### src/rtl/dmem_req_fsm.sv
`default_nettype none
// ============================================================================
// Module   : dmem_req_fsm
// Purpose  : M-stage data-memory request engine (valid/addr_ok/data_ok bus).
//            Optional perf counters: define DMEM_REQ_PERF_EN.
// Revision : 1.0 - initial release
// ============================================================================

package dmem_req_pkg;
    typedef enum logic [1:0] {
        MSIZE1 = 2'd0,
        MSIZE2 = 2'd1,
        MSIZE4 = 2'd2
    } msize_t;
endpackage

module dmem_req_fsm
    import dmem_req_pkg::*;
#(
    parameter int ADDR_W = 32,
    parameter int DATA_W = 32
`ifdef DMEM_REQ_PERF_EN
    ,
    parameter int CNT_W  = 32
`endif
) (
    input  logic              clk,
    input  logic              resetn,
    input  logic              m_vreq,
    input  logic [ADDR_W-1:0] m_addr,
    input  msize_t            m_size,
    input  logic [3:0]        m_strobe,
    input  logic [DATA_W-1:0] m_wdata,
    input  logic              m_hold,
    input  logic              flush,
    output logic              dreq_valid,
    output logic [ADDR_W-1:0] dreq_addr,
    output msize_t            dreq_size,
    output logic [3:0]        dreq_strobe,
    output logic [DATA_W-1:0] dreq_data,
    input  logic              dresp_addr_ok,
    input  logic              dresp_data_ok,
    input  logic [DATA_W-1:0] dresp_data,
    output logic [DATA_W-1:0] m_data,
`ifdef DMEM_REQ_PERF_EN
    output logic [CNT_W-1:0]  perf_loads,
    output logic [CNT_W-1:0]  perf_stores,
    output logic [CNT_W-1:0]  perf_stall_cycles,
`endif
    output logic              mem_stall
);

    typedef enum logic [2:0] {
        S_IDLE    = 3'd0,
        S_REQ     = 3'd1,
        S_WAIT    = 3'd2,
        S_DONE    = 3'd3,
        S_DRAIN_A = 3'd4,
        S_DRAIN_D = 3'd5
    } state_t;

    state_t             r_state;
    logic               r_valid;
    logic [ADDR_W-1:0]  r_addr;
    msize_t             r_size;
    logic [3:0]         r_strobe;
    logic [DATA_W-1:0]  r_wdata;
    logic [DATA_W-1:0]  r_mdata;

    logic [ADDR_W-1:0]  w_paddr;
    logic               w_is_load;
    logic               w_stall;
    logic               w_enter_done;

    // kseg0/kseg1 fold onto the low 512 MB of physical space
    assign w_paddr = (m_addr[ADDR_W-1 -: 2] == 2'b10) ? {3'b000, m_addr[ADDR_W-4:0]} : m_addr;

    assign w_is_load    = (r_strobe == 4'b0000);
    assign w_stall      = ((r_state == S_IDLE) && m_vreq && !flush) ||
                          (r_state == S_REQ) || (r_state == S_WAIT) ||
                          (r_state == S_DRAIN_A) || (r_state == S_DRAIN_D);
    assign w_enter_done = ((r_state == S_REQ) && dresp_addr_ok && dresp_data_ok) ||
                          ((r_state == S_WAIT) && dresp_data_ok);

    always_ff @(posedge clk or negedge resetn) begin
        if (!resetn) begin
            r_state  <= S_IDLE;
            r_valid  <= 1'b0;
            r_addr   <= '0;
            r_size   <= MSIZE1;
            r_strobe <= 4'b0000;
            r_wdata  <= '0;
            r_mdata  <= '0;
        end else begin
            case (r_state)
                S_IDLE: begin
                    if (m_vreq && !flush) begin
                        r_addr   <= w_paddr;
                        r_size   <= m_size;
                        r_strobe <= m_strobe;
                        r_wdata  <= m_wdata;
                        r_valid  <= 1'b1;
                        r_state  <= S_REQ;
                    end
                end
                S_REQ: begin
                    if (dresp_addr_ok && dresp_data_ok) begin
                        r_valid <= 1'b0;
                        if (w_is_load) r_mdata <= dresp_data;
                        r_state <= S_DONE;
                    end else if (dresp_addr_ok) begin
                        r_valid <= 1'b0;
                        r_state <= S_WAIT;
                    end else if (flush) begin
                        // request already visible on the bus: keep valid until accepted
                        r_state <= S_DRAIN_A;
                    end
                end
                S_WAIT: begin
                    if (dresp_data_ok) begin
                        if (w_is_load) r_mdata <= dresp_data;
                        r_state <= S_DONE;
                    end else if (flush) begin
                        r_state <= S_DRAIN_D;
                    end
                end
                S_DONE: begin
                    if (!m_hold || flush) r_state <= S_IDLE;
                end
                S_DRAIN_A: begin
                    if (dresp_addr_ok) begin
                        r_valid <= 1'b0;
                        r_state <= dresp_data_ok ? S_IDLE : S_DRAIN_D;
                    end
                end
                S_DRAIN_D: begin
                    if (dresp_data_ok) r_state <= S_IDLE;
                end
                default: begin
                    r_valid <= 1'b0;
                    r_state <= S_IDLE;
                end
            endcase
        end
    end

`ifdef DMEM_REQ_PERF_EN
    localparam logic [CNT_W-1:0] c_one = {{(CNT_W-1){1'b0}}, 1'b1};

    logic [CNT_W-1:0] r_loads;
    logic [CNT_W-1:0] r_stores;
    logic [CNT_W-1:0] r_stalls;

    always_ff @(posedge clk or negedge resetn) begin
        if (!resetn) begin
            r_loads  <= '0;
            r_stores <= '0;
            r_stalls <= '0;
        end else begin
            if (w_enter_done && w_is_load && (r_loads != '1))
                r_loads <= r_loads + c_one;
            if (w_enter_done && !w_is_load && (r_stores != '1))
                r_stores <= r_stores + c_one;
            if (w_stall && (r_stalls != '1))
                r_stalls <= r_stalls + c_one;
        end
    end

    assign perf_loads        = r_loads;
    assign perf_stores       = r_stores;
    assign perf_stall_cycles = r_stalls;
`endif

    assign dreq_valid  = r_valid;
    assign dreq_addr   = r_addr;
    assign dreq_size   = r_size;
    assign dreq_strobe = r_strobe;
    assign dreq_data   = r_wdata;
    assign m_data      = r_mdata;
    assign mem_stall   = w_stall;

endmodule

`default_nettype wire

### config.mk
export PLATFORM = sky130hd
export DESIGN_NAME = dmem_req_fsm
export DESIGN_NICKNAME = d
export VERILOG_FILES = /design/src/rtl/dmem_req_fsm.sv
export SDC_FILE = /design/constraint.sdc
export NUM_CORES = 1
export LEC_CHECK = 0
export CAP_MARGIN = 20
export CORE_MARGIN = 1.5
export CORE_UTILIZATION = 37
export DETAILED_ROUTE_END_ITERATION = 10
export PLACE_DENSITY = 0.77
export SLEW_MARGIN = 20
export SYNTH_ARGS = -nofsm -noshare
export SYNTH_HDL_FRONTEND = slang
export SYNTH_SLANG_ARGS = --single-unit
### constraint.sdc
create_clock -name clk -period 1.9 [get_ports clk]
set_input_delay 0.38 -clock clk [delete_from_list [all_inputs] [get_ports clk]]
set_output_delay 0.38 -clock clk [all_outputs]
set_load 0.02 [all_outputs]
## After elaboration in Yosys (flattened, before gate mapping)

Cells that the tools add are included.

| operators by class | value |
|---|---|
| equality and inequality tests | 14 |
| muxes and demuxes | 20 |
| bitwise operators | 1 |
| reduce and logical (&&, ||, !) cells | 19 |

Operators with widths:

| operator | number |
|---|---|
| $mux 32 | 4 |
| $pmux 32 s2 | 1 |
| $mux 3 | 10 |
| $pmux 3 s6 | 1 |
| $ne 2x2->1 const B | 4 |
| $eq 3x2->1 const B | 2 |
| $eq 3x3->1 const B | 2 |
| $reduce_and 6->1 | 1 |
| $logic_or 1x1->1 | 5 |
| $logic_and 1x1->1 | 4 |
| $logic_not 4->1 | 1 |
| $ne 2x1->1 const B | 2 |
| $ne 4x3->1 const B | 1 |
| $pmux 1 s4 | 1 |
| $reduce_and 2->1 | 2 |
| $eq 3x1->1 const B | 1 |
| $logic_not 3->1 | 1 |
| $mux 1 | 3 |
| $ne 3x3->1 const B | 1 |
| $reduce_and 3->1 | 1 |
| $reduce_or 3->1 | 1 |
| $eq 2x2->1 const B | 1 |
| $logic_not 1->1 | 2 |
| $reduce_bool 2->1 | 1 |
| $not 1->1 | 1 |

| word-level totals | value |
|---|---|
| bits in registers | 106 |
| input bits | 109 |

## Logic depth before layout (Yosys ltp)

Gate-level depths: netlist (run 1).

| depth | value |
|---|---|
| depth in word-level cells | 7 |
| depth in mapped cells | 6 |
| gate-level depth less buffers | 4 |

## Worst setup path before layout (run 1)

No wires, ideal clock.

| timing | value |
|---|---|
| path type | flip-flop to flip-flop |
| start | register r_strobe[1], in the netlist dreq_strobe[1] |
| end | register r_mdata[10], in the netlist m_data[10] |
| arrival time | 2.037 ns |
| data required time | 1.775 ns |
| setup slack | -0.263 ns |
| stages on the path, launching flop included | 6 |
| path buffers | 2 |
| period minus slack after synthesis | 2.163 ns |
| cells stage by stage | dfrtp_1 or4_1 or4b_1 buf_6 buf_12 mux2_4 |

| between the ends | value |
|---|---|
| word-level cells in the longest chain between the ends | 4 |
| elaborated cells on any way between the ends | 5 |
| those cells by class | mux: 4; reduce/logical: 1 |

Ends and longest elaborated chain:

| what | line | RTL |
|---|---|---|
| start: declaration | 66 | `logic [3:0] r_strobe;` |
| start signal: assignment | 100 | `r_strobe <= m_strobe;` |
| $logic_not 4->1 (*) | 78 | `assign w_is_load = (r_strobe == 4'b0000);` |
| $mux 32 (*) | - |  |
| $mux 32, on equally long branches | - |  |
| $pmux 32 s2 (*) | - |  |
| end signal: assignment | 109 | `if (w_is_load) r_mdata <= dresp_data;` |
| end signal: assignment | 121 | `if (w_is_load) r_mdata <= dresp_data;` |
| end: declaration | 68 | `logic [DATA_W-1:0] r_mdata;` |

Mark *: on every way between the ends. The rest lies on a longest branch, timed or not. The select of a mux whose other input is x is not followed.
A chain may end at the register's enable or synchronous reset.

## Worst setup path in the final report (run 1)

| timing | value |
|---|---|
| start | register r_state[2] |
| end | register r_mdata[26], in the netlist m_data[26] |

| between the ends | value |
|---|---|
| word-level cells in the longest chain between the ends | 3 |
| elaborated cells on any way between the ends | 7 |
| those cells by class | eq/ne: 4; mux: 1; reduce/logical: 2 |

Ends and longest elaborated chain:

| what | line | RTL |
|---|---|---|
| start: declaration | 62 | `state_t r_state;` |
| start signal: assignment | 133 | `r_state <= dresp_data_ok ? S_IDLE : S_DRAIN_D;` |
| $eq 3x1->1 / $eq 3x2->1 (equally long branches) | 95 | `case (r_state)` |
| $ne 2x1->1 (no source line) (tied with other cells) | - |  |
| $reduce_and 3->1 (no source line) | - |  |

Parallel ways exist; a longest one is shown, timed or not.

==> results of run 1 <==
## cell type report
type | instances | area, sq um | share of cell area
flip-flops and latches | 106 | 2660 | 0.340
clock inverters | 6 | 63.8 | 0.00817
clock buffers | 10 | 239 | 0.0306
repair buffers | 262 | 2820 | 0.361
inverters | 4 | 15.0 | 0.00192
multi-input cells | 148 | 1840 | 0.236
well taps | 143 | 179 | 0.0229
## state kept, by name (all words and copies together) (netlist names)
name,count
dreq_size,2
dreq_valid,1
dreq_strobe,4
r_state,3
m_data,32
dreq_data,32
dreq_addr,32
## routing by layer
layer  global-route usage  up-vias  share of wire
met2                0.390      130           0.53
met4               0.0768        0          0.024
met3               0.0590       24          0.052
met1                0.258     1677           0.39
met5                    0        -              0
li1                     -     1480              -
## cell usage in the layout (no fill, tap or decap), types with 4 or more instances in the layout
cell             instances
mux2_4                 100
buf_8                    5
clkdlybuf4s50_1        210
inv_1                    4
nor2_1                   8
a21oi_1                  5
buf_16                   4
buf_12                   9
clkbuf_16               13
buf_4                   23
buf_6                    6
dfrtp_1                104
## kinds of logic after synthesis
group | after synthesis
simple gates | 29
flops | 106
mux | 100
compound gates | 18
xor+xnor | 1
buf+inv | 20
## how the worst min path moves through the flow
stage	start	to	slack [ns]	depth (start not counted)
2_1_floorplan	resetn	dreq_addr[0]	0.08	0
6_report	dreq_addr[12]	dreq_addr[12]	0.51	1
4_1_cts	dreq_addr[7]	dreq_addr[7]	0.49	1
3_3_place_gp	resetn	dreq_data[8]	0.36	1
3_5_place_dp	resetn	dreq_data[8]	0.37	1
5_1_grt	dreq_addr[25]	dreq_addr[25]	0.52	1
## cells in the mapped netlist
cell	count
a2111oi_0	1
a211oi_1	1
a21boi_0	1
a21oi_1	5
a22oi_1	2
buf_12	3
buf_2	6
buf_6	1
clkbuf_1	6
dfrtp_1	106
inv_1	4
mux2_1	70
mux2_4	30
nand2_1	1
nand2b_1	3
nand3_1	2
nand3b_1	2
nor2_1	8
nor2b_1	3
nor3_1	3
nor3_2	1
nor4b_1	1
o21ai_0	2
o21ai_1	3
o22ai_1	1
o32ai_1	1
o41ai_1	1
or2_1	1
or2_2	1
or2b_1	1
or4_1	1
or4b_1	1
xor2_1	1
## power groups by stage
stage	combinational, mW	clock, mW	sequential, mW
after floorplan	1.47	0	5.31
final	7.09	1.91	4.04
after global placement	5.83	0	3.95
after global routing	7.40	2.05	4.19
after detailed placement	5.95	0	4.02
after CTS	6.91	1.96	4.02
## timing repair
| action | 4_1_cts | 5_1_grt |
|---|---|---|
| hold buffers | 1 | 0 |
| gates resized for setup | 72 | 39 |
| endpoints found under the setup margin | 102 | 104 |
| pin swaps | 2 | 2 |
| buffers inserted | 12 | 3 |
| gates cloned | 8 | 4 |
| endpoints found under the hold margin | 22 | 0 |
==> summary.md, run 1 <==
| Metric | Value |
|---|---|
| Clock Path Buffers | `2` |
| Mapped Nets | `383` |
| First-pass GRT wire length | `20800 um` |
| Area delta synth->final | `80.9%` |
| Dpl cell area | `6780 sq um` |
| Initial antenna violation count | `0` |
| Layout cells sized above 1 | `0.336` |
| Sequential area share after synthesis | `0.614` |
| RSZ-0062 raised after global routing | `true` |
| Largest family of logic cells by synthesized area | `multiplexers` |
| Setup TNS Final | `-13.96 ns` |
| Reg-to-reg startpoint | `r_state[2]` |
| Worst slew margin | `0.680` |
| Final critical-path share of the clock period | `1.13` |
| Critical path fanouts, max | `8` |
| Stages on worst setup path | `4` |
| # IOs | `213` |
| PortBufs | `212` |
| Vias/cell | `4.88` |
| Worst Hold Class | `flip-flop to flip-flop` |
| Finished Layout Cells | `~680` |
| Max Freq | `465 MHz` |
| Routability Congestion | `0.820` |
| Crit path to | `m_data[26]` |
| Pwr per Cell Area | `1670 nW/um^2` |
| Clock group share of total power | `0.147` |
| Share of the synthesized area in the top cell type | `0.614` |
| DR WL/cell | `between 15 and 20 um` |
| Sw Pwr | `4.43 mW` |
| Final setup vio count | `96` |
| Overall power | `13.0 mW` |
| CP startpoint kind | `flip-flop` |
| Hold Vio Cnt, Final | `0` |
| Hold Slack | `0.511 ns` |
| Final core utilization | `0.684` |
| Synth Area in Adders | `0` |
| CTS sink cnt | `between 100 and 150` |
| Yosys cell types | `33` |
| Layout Nets | `640` |
| CP bufs+invs | `1` |
| Clock transition at path regs | `about 0.070 ns` |
| R2R Setup Slk | `-0.25 ns` |
| FF-to-FF End | `m_data[26]` |
| Xor/xnor share of the synthesized area | `0.00203` |
| Worst setup EP type | `flip-flop` |
| Ant diodes | `0` |
| Seq cells post-synth | `106` |
| H-tree depth | `3` |
| Root buf cell | `clkbuf_16` |
| VDD IR max | `1.33 mV` |
| Fin area | `7810 sq um` |
| Final min period | `2.15 ns` |
| Initial DRC Count | `93` |
| DR pass1 iterations | `4` |
| Multiplexer area fraction after synthesis | `0.287` |
| Standard-cell row count | `39` |
| Slowest stage cell, crit path | `or4b_4` |
| Cell-internal power | `8.62 mW` |
| CTS buffer count | `9` |
| Top delay family on crit path | `simple AND/OR/NAND/NOR gates` |
| Max Slew Vio Count | `0` |
| DP HPWL | `8590 um` |
| Total of max-cap violations | `0` |
| Top cells by area, synth | `dfrtp_1 (61%), mux2_1 (18%), mux2_4 (10%), buf_12 (1.4%), buf_2 (0.70%)` |
| Core ar. | `11400 sq um` |
| Complex-gate fraction of the synthesized area | `0.0261` |
| Fin worst setup slack | `-0.253 ns` |
| Clk_lat worst skew | `0.35 ns` |
| Setup WS pre-CTS | `-0.513 ns` |
| Switching power share of the total | `0.339` |
| Mapped cell area | `roughly 4300 sq um` |
| Vias | `3311` |
| Total gr overflow | `0` |
| Vias in the first global route | `3664` |
| Logic gate share of total power | `0.544` |
| R2R cell count | `4` |
| Sequential Power Share | `0.310` |
| Critical path class | `flip-flop to flip-flop` |
| Tot GR Track Use | `0.220` |
| Fill count | `811` |
| Placed Cells | `640` |
| CTS tree | `built` |
| Crit path cell chain | `or4_4 > or4b_4 > clkbuf_16 > mux2_4` |
| Crit path launch | `r_state[2]` |
| Synth area leader | `dfrtp_1` |
| Max incr delay on CP | `0.61 ns` |
| Mapped Cells | `around 270` |
| Critical Path AT | `2.38 ns` |
| WL final | `13400 um` |
| Largest net degree at the start of global routing | `33` |
| Synth Warn # | `0` |
| Skew final | `0.00762 ns` |
| Failing checks | `setup timing` |
| Die width | `between 100 and 150 um` |
| Post-Synth Simple-Gate Area | `0.0388` |
| Post-route ant nets | `0` |
| Req. time, crit path | `2.13 ns` |
| Post-route DRC | `0` |
| Avg Inst Size Synth | `15.8 sq um` |
| P_leak | `between 3 and 4 nW` |
| Worst Max-Slew Pin Slew | `0.480 ns` |
| DIE AREA | `12300 sq um` |
| Die Height | `111 um` |
| Initial Utilization | `0.378` |
| Status | `complete, but fails checks` |
Power figures use the tool's default switching activity.
==> run 2: changes to the inputs <==
RECOVER_POWER = 100   (was default)
SLEW_MARGIN = 5   (was 20)
==> summary.md, run 2 (synthesis results as in run 1) <==
| Metric | Value |
|---|---|
| Min-delay src | `m_data[23]` |
| Core ar. | `11400 sq um` |
| Fin area | `slightly below 8000 sq um` |
| Max Slew Vio Count | `0` |
| Crit path launch | `r_state[2]` |
| Worst Max-Slew Pin Slew | `around 0.84 ns` |
| Final min period | `about 2.1 ns` |
| DP HPWL | `8590 um` |
| WL final | `~13000 um` |
| Critical Path AT | `2.38 ns` |
| CTS buffer count | `9` |
| Setup WS pre-CTS | `-0.513 ns` |
| Largest net degree at the start of global routing | `33` |
| Area delta synth->final | `79.9%` |
| H-tree depth | `3` |
| Post-route ant nets | `0` |
| Vias/cell | `4.89` |
| Tot GR Track Use | `0.220` |
| R2R Setup Slk | `-0.25 ns` |
| Status | `complete, but fails checks` |
| Layout Nets | `640` |
| Initial Utilization | `0.378` |
| Max incr delay on CP | `a little over 0.6 ns` |
| PortBufs | `212` |
| Vias | `3321` |
| Post-route DRC | `0` |
| Initial antenna violation count | `0` |
| Crit path cell chain | `or4_4 > or4b_4 > clkbuf_16 > mux2_4` |
| Root buf cell | `clkbuf_16` |
| Clk_lat worst skew | `around 0.35 ns` |
| CTS sink cnt | `between 100 and 150` |
| Initial DRC Count | `101` |
| Worst setup EP type | `flip-flop` |
| CP startpoint kind | `flip-flop` |
| Clock Path Buffers | `2` |
| Most frequent cells in the layout | `clkdlybuf4s50_1 (110), dfrtp_1 (104), dlygate4sd3_1 (101)` |
| Clock transition at path regs | `0.07 ns` |
| Req. time, crit path | `2.13 ns` |
| Final critical-path share of the clock period | `1.13` |
| Critical path class | `flip-flop to flip-flop` |
| Ant diodes | `0` |
| VDD IR max | `1.29 mV` |
| DR pass1 iterations | `4` |
| Worst slew margin | `0.437` |
| Dpl cell area | `6780 sq um` |
| P_leak | `3.57 nW` |
| Failing checks | `setup timing` |
| Crit path to | `m_data[28]` |
| FF-to-FF End | `m_data[28]` |
| Final setup vio count | `96` |
| # IOs | `213` |
| Fin worst setup slack | `-0.250 ns` |
| First-pass GRT wire length | `20800 um` |
| Max Freq | `~470 MHz` |
| Total of max-cap violations | `0` |
| Skew final | `0.00633 ns` |
| Most common cell after layout, fill and taps aside | `clkdlybuf4s50_1` |
| Routability Congestion | `0.820` |
| Critical path fanouts, max | `8` |
| Pwr per Cell Area | `between 1500 and 2000 nW/um^2` |
| Vias in the first global route | `about 3700` |
| Standard-cell row count | `39` |
| Layout cells sized above 1 | `0.330` |
| DR WL/cell | `19.6 um` |
| Total gr overflow | `0` |
| Die width | `roughly 110 um` |
| RSZ-0062 raised after global routing | `true` |
| Slowest stage cell, crit path | `or4b_4` |
| Die Height | `111 um` |
| CTS tree | `built` |
| Hold Vio Cnt, Final | `0` |
| Reg-to-reg startpoint | `r_state[2]` |
| DIE AREA | `~12000 sq um` |
| Worst Hold Class | `flip-flop to flip-flop` |
| R2R cell count | `4` |
run 2: changes by cell type in the layout (fill, tap and decap cells not counted), sizes merged:
cell	delta
buf	-9
clkbuf	+9
clkdlybuf4s50	-100
dlygate4sd3	+100
run 2: worst min path at each step:
stage	cells after the start	end	slack (ns)
4_1_cts	1	dreq_addr[7]	0.49
2_1_floorplan	0	dreq_addr[0]	0.08
5_1_grt	1	dreq_addr[25]	0.51
3_5_place_dp	1	dreq_data[8]	0.37
3_3_place_gp	1	dreq_data[8]	0.36
6_report	1	m_data[23]	0.51
run 2: through the flow:
step	utilization	hold WS (ns)	power [mW]	std cells	TNS [ns]
after detailed placement	0.594	0.368	9.97	640	-31.61
after global routing	0.680	0.512	13.2	679	-20.19
after global placement	0.594	0.361	9.77	640	-24.96
after floorplan	-	0.0844	6.78	274	-6.42
after CTS	0.675	0.494	12.9	677	-12.06
final	0.680	0.506	12.6	679	-13.90
run 2: power by group:
group	total (mW)	internal [mW]	switching, mW
sequential	3.99	3.38	0.610
clock	1.90	1.06	0.846
combinational	6.67	3.76	2.91
total	12.6	8.20	4.37
run 2: what timing repair did:
item	in CTS	in global routing
buffers inserted	12	3
hold endpoints to repair	22	0
gates cloned	8	4
gates resized for setup	72	39
pin swaps	2	2
hold buffers	1	0
endpoints found under the setup margin	102	104
run 2: final cells by class:
| cell class | instances | area, sq um |
|---|---|---|
| flip-flops and latches | 106 | 2660 |
| clock buffers | 10 | 239 |
| inverters | 4 | 15.0 |
| well taps | 143 | 179 |
| fillers | 815 | 3650 |
| repair buffers | 262 | 2770 |
| clock inverters | 6 | 63.8 |
| multi-input cells | 148 | 1840 |
run 2: metal layers:
metal	wire length, um	vias up	global-route usage	part of all wire
li1	-	1486	-	-
met4	306	0	0.0768	0.023
met2	7100	133	0.390	0.53
met3	719	23	0.0590	0.054
met5	0	-	0	0
met1	5190	1679	0.258	0.39
run 2: worst max-delay path, delay by kind of cell, from the launching register on:
kind / cells / cell delay, ns
AND/OR/NAND/NOR: 2 / 1.13
buffers and inverters: 1 / 0.23
multiplexers: 1 / 0.30
flip-flops: 1 / 0.38
